==> src/rtl/fwd_pkg.sv <==
// fwd_pkg: shared types and constants for the EX-stage forwarding/stall unit.
//   - FWD_SEL_* : 3-to-1 operand mux select encoding (2'b11 is never driven)
//   - REG_ZERO  : hard-wired zero register, never a forwarding source
//   - slot_t    : per-stage shadow of the destination/source register info
package fwd_pkg;

  localparam int FWD_REG_ADDR_W = 5;
  localparam int FWD_SEL_W      = 2;

  localparam logic [FWD_SEL_W-1:0] FWD_SEL_REG = 2'b00;  // register-file value
  localparam logic [FWD_SEL_W-1:0] FWD_SEL_WB  = 2'b01;  // MEM/WB result
  localparam logic [FWD_SEL_W-1:0] FWD_SEL_MEM = 2'b10;  // EX/MEM result

  localparam logic [FWD_REG_ADDR_W-1:0] REG_ZERO = 5'd0;

  typedef struct packed {
    logic                      valid;
    logic [FWD_REG_ADDR_W-1:0] rs;
    logic [FWD_REG_ADDR_W-1:0] rt;
    logic                      uses_rs;
    logic                      uses_rt;
    logic [FWD_REG_ADDR_W-1:0] dst;
    logic                      reg_write;
    logic                      mem_read;
  } slot_t;

  // An empty pipeline slot; fields other than valid are don't-care.
  localparam slot_t SLOT_BUBBLE = '{
    valid: 1'b0, rs: 5'd0, rt: 5'd0, uses_rs: 1'b0, uses_rt: 1'b0,
    dst: 5'd0, reg_write: 1'b0, mem_read: 1'b0
  };

  // True when a slot produces a register value that may be forwarded to src.
  function automatic logic slot_writes(input slot_t s, input logic [FWD_REG_ADDR_W-1:0] src);
    return s.valid && s.reg_write && (s.dst != REG_ZERO) && (s.dst == src);
  endfunction

endpackage

==> src/rtl/fwd_match.sv <==
// fwd_match: priority compare for one EX operand against the MEM and WB slots.
// Ports:
//   ex_slot  - instruction currently in EX
//   mem_slot - instruction currently in MEM (youngest producer, highest priority)
//   wb_slot  - instruction currently in WB
//   use_rt   - 0: compare operand rs, 1: compare operand rt
//   sel      - operand mux select (FWD_SEL_REG / FWD_SEL_WB / FWD_SEL_MEM)
module fwd_match
  import fwd_pkg::*;
#(
  parameter int SEL_W = 2
) (
  input  slot_t            ex_slot,
  input  slot_t            mem_slot,
  input  slot_t            wb_slot,
  input  logic             use_rt,
  output logic [SEL_W-1:0] sel
);

  logic [FWD_REG_ADDR_W-1:0] src_s;
  logic                      uses_s;

  // Pick which EX source register this instance compares.
  always_comb begin
    src_s  = ex_slot.rs;
    uses_s = ex_slot.uses_rs;
    if (use_rt) begin
      src_s  = ex_slot.rt;
      uses_s = ex_slot.uses_rt;
    end else begin
      src_s  = ex_slot.rs;
      uses_s = ex_slot.uses_rs;
    end
  end

  // MEM beats WB so the youngest producer of a register wins.
  always_comb begin
    sel = FWD_SEL_REG;
    if (!(ex_slot.valid && uses_s)) begin
      sel = FWD_SEL_REG;
    end else if (slot_writes(mem_slot, src_s)) begin
      sel = FWD_SEL_MEM;
    end else if (slot_writes(wb_slot, src_s)) begin
      sel = FWD_SEL_WB;
    end else begin
      sel = FWD_SEL_REG;
    end
  end

endmodule

==> src/rtl/fwd_ctrl_unit.sv <==
// fwd_ctrl_unit: forwarding-select and load-use stall control for the 5-stage
// MIPS pipeline. Keeps a shadow EX/MEM/WB copy of register info per stage.
// Ports:
//   clk, rst_n            - clock (rising edge), asynchronous active-low reset
//   id_*                  - decoded info of the instruction in ID
//   flush                 - kill the ID instruction (taken branch/jump)
//   ex_fwd_a_sel/_b_sel   - EX operand A/B mux selects
//   stall                 - hold PC and IF/ID, insert a bubble into EX
//   stall_cnt, fwd_cnt    - saturating perf counters, only when the macro
//                           FWD_PERF_CNT_EN is defined
module fwd_ctrl_unit
  import fwd_pkg::*;
#(
  parameter int REG_ADDR_W = 5,
  parameter int SEL_W      = 2,
  parameter int CNT_W      = 32
) (
  input  logic                  clk,
  input  logic                  rst_n,
  input  logic                  id_valid,
  input  logic [REG_ADDR_W-1:0] id_rs,
  input  logic [REG_ADDR_W-1:0] id_rt,
  input  logic                  id_uses_rs,
  input  logic                  id_uses_rt,
  input  logic [REG_ADDR_W-1:0] id_dst,
  input  logic                  id_reg_write,
  input  logic                  id_mem_read,
  input  logic                  flush,
`ifdef FWD_PERF_CNT_EN
  output logic [CNT_W-1:0]      stall_cnt,
  output logic [CNT_W-1:0]      fwd_cnt,
`endif
  output logic [SEL_W-1:0]      ex_fwd_a_sel,
  output logic [SEL_W-1:0]      ex_fwd_b_sel,
  output logic                  stall
);

  slot_t ex_r;
  slot_t mem_r;
  slot_t wb_r;
  slot_t id_slot_s;
  logic  stall_s;

  // Pack the ID-stage fields into a slot.
  always_comb begin
    id_slot_s.valid     = id_valid;
    id_slot_s.rs        = id_rs;
    id_slot_s.rt        = id_rt;
    id_slot_s.uses_rs   = id_uses_rs;
    id_slot_s.uses_rt   = id_uses_rt;
    id_slot_s.dst       = id_dst;
    id_slot_s.reg_write = id_reg_write;
    id_slot_s.mem_read  = id_mem_read;
  end

  // Load-use hazard: one bubble; flush overrides since the ID instruction dies.
  always_comb begin
    stall_s = 1'b0;
    if (id_valid && !flush && ex_r.valid && ex_r.mem_read && (ex_r.dst != REG_ZERO)) begin
      stall_s = (id_uses_rs && (id_rs == ex_r.dst)) || (id_uses_rt && (id_rt == ex_r.dst));
    end else begin
      stall_s = 1'b0;
    end
  end

  assign stall = stall_s;

  // Shadow pipeline advance; a stall or flush injects a bubble into EX.
  always_ff @(posedge clk or negedge rst_n) begin
    if (!rst_n) begin
      ex_r  <= SLOT_BUBBLE;
      mem_r <= SLOT_BUBBLE;
      wb_r  <= SLOT_BUBBLE;
    end else begin
      wb_r  <= mem_r;
      mem_r <= ex_r;
      if (!stall_s && !flush) begin
        ex_r <= id_slot_s;
      end else begin
        ex_r <= SLOT_BUBBLE;
      end
    end
  end

  fwd_match #(.SEL_W(SEL_W)) u_match_a (
    .ex_slot  (ex_r),
    .mem_slot (mem_r),
    .wb_slot  (wb_r),
    .use_rt   (1'b0),
    .sel      (ex_fwd_a_sel)
  );

  fwd_match #(.SEL_W(SEL_W)) u_match_b (
    .ex_slot  (ex_r),
    .mem_slot (mem_r),
    .wb_slot  (wb_r),
    .use_rt   (1'b1),
    .sel      (ex_fwd_b_sel)
  );

`ifdef FWD_PERF_CNT_EN
  localparam logic [CNT_W-1:0] CNT_MAX = {CNT_W{1'b1}};
  localparam logic [CNT_W-1:0] CNT_ONE = {{(CNT_W-1){1'b0}}, 1'b1};

  // Saturating event counters for stalls and forwarded cycles.
  always_ff @(posedge clk or negedge rst_n) begin
    if (!rst_n) begin
      stall_cnt <= {CNT_W{1'b0}};
      fwd_cnt   <= {CNT_W{1'b0}};
    end else begin
      if (stall_s && (stall_cnt != CNT_MAX)) begin
        stall_cnt <= stall_cnt + CNT_ONE;
      end else begin
        stall_cnt <= stall_cnt;
      end
      if (((ex_fwd_a_sel != FWD_SEL_REG) || (ex_fwd_b_sel != FWD_SEL_REG)) && (fwd_cnt != CNT_MAX)) begin
        fwd_cnt <= fwd_cnt + CNT_ONE;
      end else begin
        fwd_cnt <= fwd_cnt;
      end
    end
  end
`endif

endmodule

==> config.mk <==
export PLATFORM = sky130hd
export DESIGN_NAME = fwd_ctrl_unit
export DESIGN_NICKNAME = d
export VERILOG_FILES = /design/src/rtl/fwd_pkg.sv /design/src/rtl/fwd_match.sv /design/src/rtl/fwd_ctrl_unit.sv
export SDC_FILE = /design/constraint.sdc
export NUM_CORES = 1
export LEC_CHECK = 0
export BUFFER_PORTS_ARGS = -buffer_cell sky130_fd_sc_hd__buf_2
export CORE_UTILIZATION = 50
export DETAILED_ROUTE_END_ITERATION = 10
export PLACE_DENSITY_LB_ADDON = 0.15
export RECOVER_POWER = 100
export SLEW_MARGIN = 20
export SYNTH_ARGS = -nofsm -noshare
export SYNTH_HDL_FRONTEND = slang
export SYNTH_SLANG_ARGS = --single-unit
==> constraint.sdc <==
create_clock -name clk -period 2.8 [get_ports clk]
set_input_delay 0.56 -clock clk [delete_from_list [all_inputs] [get_ports clk]]
set_output_delay 0.56 -clock clk [all_outputs]
set_load 0.02 [all_outputs]
# After elaboration in Yosys (flattened, before gate mapping)
# Cells that the tools add are included.
op_classes:
  n_eq_ne: 6
  n_mux: 8
  reduce_logical: 23
op_table:
  columns: ["cell", "count"]
  rows:
  - ["5-bit == test", 6]
  - ["20-bit two-way mux", 1]
  - ["1-bit logical AND", 17]
  - ["5-bit nonzero test", 3]
  - ["2-bit two-way mux", 4]
  - ["1-bit two-way mux", 3]
  - ["1-bit logical NOT", 2]
  - ["1-bit logical OR", 1]
totals:
  reg_bits: 34
  in_bits: 23
  out_inout_bits: 5

# Depth between registers and ports, before layout
logic_depth:
  word_depth: 9
  depth_mapped: 5
  ltp_nobuf: 4

# Cells and area by module
# From an unflattened synthesis, not the netlist that was laid out.
unflattened:
  cells_unflattened: 186
  area_unflattened_um2: 2402.3
modules_own_cells:
  columns: ["mod", "instances", "cells_per_inst", "area_per_inst_um2", "seq_area_each_um2"]
  rows:
  - ["fwd_ctrl_unit", 1, 128, 1926.8, 1501.4]
  - ["fwd_match", 2, 29, 237.7, 0.0]

# Least setup slack after synthesis
# OpenSTA, ideal clock, no wires.
synth_path:
  kind: "register to output"
  start: "register mem_r[2] (netlist name)"
  end: "output port ex_fwd_b_sel[0]"
  t_arrival_ns: 1.627
  required_ns: 2.240
  slack_ns: 0.613
  stages_incl_launch_ff: 5
  path_buffers: 0
  cell_sequence: "dfrtp_1 > or4_1 > o211ai_2 > nor4_1 > nor3_1"
synth_via:
  elab_chain_len: 5
synth_rtl:
  columns: ["element", "line_no", "rtl"]
  rows:
  - ["start, declared", "fwd_ctrl_unit.sv:39", "slot_t mem_r;"]
  - ["start signal, assigned", "fwd_ctrl_unit.sv:76", "mem_r <= ex_r;"]
  - ["5-bit nonzero test", "fwd_pkg.sv:35", "return s.valid && s.reg_write && (s.dst != REG_ZERO) && (s.dst == src);"]
  - ["1-bit logical AND", "fwd_pkg.sv:35", null]
  - ["1-bit logical AND (*)", "fwd_pkg.sv:35", null]
  - ["2-bit two-way mux (*)", "fwd_match.sv:41", "end else if (slot_writes(mem_slot, src_s)) begin"]
  - ["2-bit two-way mux (*)", "fwd_match.sv:39", "if (!(ex_slot.valid && uses_s)) begin"]
  - ["end, declared", "fwd_ctrl_unit.sv:34", "output logic [SEL_W-1:0] ex_fwd_b_sel,"]
# Mark *: on every way between the ends. The rest lies on a longest branch, timed or not.

# Worst setup path in the final report
layout_path:
  start: "register mem_r[2] (netlist name)"
  end: "output port ex_fwd_a_sel[0]"
layout_via:
  elab_chain_len: 5
layout_rtl:
  columns: ["element", "line_no", "rtl"]
  rows:
  - ["5-bit nonzero test", "fwd_pkg.sv:35", null]
  - ["1-bit logical AND", "fwd_pkg.sv:35", null]
  - ["1-bit logical AND (*)", "fwd_pkg.sv:35", null]
  - ["2-bit two-way mux (*)", "fwd_match.sv:41", null]
  - ["2-bit two-way mux (*)", "fwd_match.sv:39", null]
  - ["end, declared", "fwd_ctrl_unit.sv:33", "output logic [SEL_W-1:0] ex_fwd_a_sel,"]
# Marks and branches as above.

==> results.py <==
metrics = {
    "status": {
        "outcome": "finished, violations left",
        "violations": "design-rule violations, max-capacitance violations, max-slew violations",
    },
    "clock_tree": {
        "cts_tree": "done",
        "clkTransAtPathRegs_ns": 0.10,
        "cts.sinks": 34,
        "post_cts_buffers": 0,
        "htreeDepth": 2,
        "clock_tree.root_cell": "clkbuf_4",
        "numCtsBuffers": 5,
        "clk_latency_ns": 0.34,
        "holdBufCountCts": 0,
        "clockBufferDepth": 2,
        "post_cts_resized": 0,
    },
    "route": {
        "vias": 1068,
        "dr.pass1.iters": 8,
        "via_per_inst": 5.39,
        "wirelength_um": 2890,
        "drt-wirelength-per-cell_um": 14.6,
        "drc_errors": 2,
        "drtIter0Drc": 25,
        "ant_nets": 0,
    },
    "floorplanning": {
        "dieWidth_um": 57.3,
        "die_h_um": 57.3,
        "ios": 28,
        "core_area_sq_um": 2830,
        "num_rows": 19,
        "initial_core_util_pct": 54.0,
        "dieArea_sq_um": 3280,
    },
    "grt": {
        "grt-ovfl-total": 0,
        "antenna_found_initial": 0,
        "track_usage_pct": 21.4,
        "first_global_vias": 1164,
        "grt_first_pass_wirelength_um": 5000,
        "grt_max_degree": 35,
    },
    "timing": {
        "rsz0062_at_grt": "false",
        "hold_violations": 0,
        "drv_slew": 35,
        "slew_headroom_pct": -12.3,
        "finalCritPeriodShare_pct": 92.7,
        "max_clock_freq_mhz": 385,
        "finalSetupTns_ns": 0,
        "finalSetupViolCount": 0,
        "fin_worst_skew_ns": 0.00635,
        "layout_min_cycle_time_ns": 2.60,
        "tightest_slew_ns": 1.69,
    },
    "finish": {
        "fillers": 256,
        "nNetsFinal": 189,
        "mostFrequentLayoutCells": "dfrtp_1 (34), buf_2 (23), a21oi_1 (21)",
        "area_delta_synth_final_pct": 13.7,
        "stdcell_count": 198,
        "fin_util_pct": 61.5,
        "antenna_cells": 0,
        "drive_above_1_share_pct": 19.2,
        "multiInputGateArea_sq_um": 648,
        "regArea_sq_um": 851,
        "final_common_cell": "dfrtp_1",
    },
    "placed_design": {
        "place_hpwl_um": 2210,
        "place.gp.congestion": 0.829,
        "dp.cells": 190,
        "port_buffers": 27,
    },
    "yosys": {
        "syn_nets": 159,
        "yosys_warnings": 0,
        "synth-main-ff-cell": "dfrtp_1",
        "synth_seq_area_share_pct": 55.6,
        "synthCells": 136,
        "syn_area_sq_um": 1530,
        "ys_types": 21,
        "synthArstFlopShare_pct": 100,
        "ys_seq_elements": 34,
        "syn_area_per_cell_sq_um": 11.2,
        "synth_edf_count": 0,
    },
    "critical_path": {
        "r2r_end": "ex_r[15]$_DFF_PN0_",
        "crit_start": "mem_r[2]$_DFF_PN0_",
        "reg2reg_from": "ex_r[5]$_DFF_PN0_",
        "cp-endpoint": "ex_fwd_a_sel[0]",
        "path_cells": "or4_1, o211ai_1, nor4_1, nor3_2, clkbuf_1",
        "slowest_stage": "or4_1",
        "start_kind": "flip-flop",
        "r2r_setup_slack_ns": 0.88,
        "crit_type": "flip-flop to output pin",
        "cp_data_required_time_ns": 2.24,
        "end_kind": "output pin",
        "cp_data_arrival_time_ns": 2.04,
        "max_stage_delay_ns": 0.53,
        "worst-path-max-fanout": 4,
        "rr_worst_depth": 5,
    },
    "pwr": {
        "p_leak_uw": 0.000815,
        "peakVddDrop_v": 0.000382,
        "pwr_density_cell_nw_per_um2": 529,
    },
    "flow_run": {
        "maxCapViolations": 1,
    },
    "worst_hold_path": {
        "hp-class": "flip-flop to flip-flop",
        "min-delay-start": "ex_r[1]$_DFF_PN0_",
    },
}
final cells by class:
| type | count | area share [%] |
|---|---|---|
| Clock buffer | 7 | 3.17 |
| Clock inverter | 1 | 0.288 |
| Multi-Input combinational cell | 96 | 37.3 |
| Sequential cell | 34 | 48.9 |
| Tap cell | 31 | 2.23 |
| Timing Repair Buffer | 29 | 8.13 |
metal layers:
layer / vias to the layer above / track usage [%] / wire length [um]
li1: 522 / - / -
met4: 0 / 16.0 / 97
met5: - / 0 / 0
met2: 30 / 36.1 / 1510
met1: 507 / 23.6 / 1180
met3: 9 / 4.76 / 111
flip-flops by register name, indices dropped and copies added, names as in the netlist:
name	count
ex_r	20
mem_r	7
wb_r	7
kinds of logic (layout without fill, tap and decap cells):
group / after synthesis / in the layout / share of synthesized area [%]
buffers and inverters: 6 / 37 / 1.64
xor gates and xnor gates: 30 / 30 / 17.2
DFF: 34 / 34 / 55.6
and+or+nand+nor: 42 / 42 / 16.9
AOI/OAI and AO/OA: 24 / 24 / 8.59
critical path: cells and delay by family (launching register included):
kind	cells	cell delay, ns
simple gates	3	0.81
compound gates	1	0.22
flops	1	0.43
buf+inv	1	0.25
synthesized netlist by cell type, drive strengths merged, types with 2 or more instances:
library cell	count	area share (%)
o211ai	2	1.3
xnor2	18	10
nor4	4	1.6
and3	2	0.82
buf	2	0.65
nand4	4	1.6
nor3	3	1.3
xor2	12	6.9
or4	2	0.98
nand2	2	0.49
clkbuf	4	0.98
a21oi	21	6.9
nand3	2	0.65
dfrtp	34	56
nand2b	20	8.2
worst min path at each step:
stage | cells past startpoint | to | slack, ns
floorplan | 0 | ex_r[0]$_DFF_PN0_ | 0.26
CTS | 1 | ex_r[11]$_DFF_PN0_ | 0.27
global placement | 0 | mem_r[1]$_DFF_PN0_ | 0.33
detailed placement | 0 | mem_r[1]$_DFF_PN0_ | 0.35
global route | 0 | mem_r[1]$_DFF_PN0_ | 0.39
finish | 0 | mem_r[1]$_DFF_PN0_ | 0.37
power breakdown:
part	internal (uW)	switching, uW	total (uW)
Combinational	51.1	48.9	99.9
Sequential	516	26.2	542
Clock	122	157	278
stage by stage:
step	worst slack [ns]	area [sq um]	hold WS [ns]	power, uW
6_report	0.204	1740	0.374	920
5_1_grt	0.0765	1740	0.388	970
4_1_cts	0.282	1750	0.273	937
3_5_place_dp	0.680	1690	0.346	655
3_3_place_gp	0.714	1690	0.334	651
2_1_floorplan	0.613	1530	0.264	608
Power figures use the tool's default switching activity.
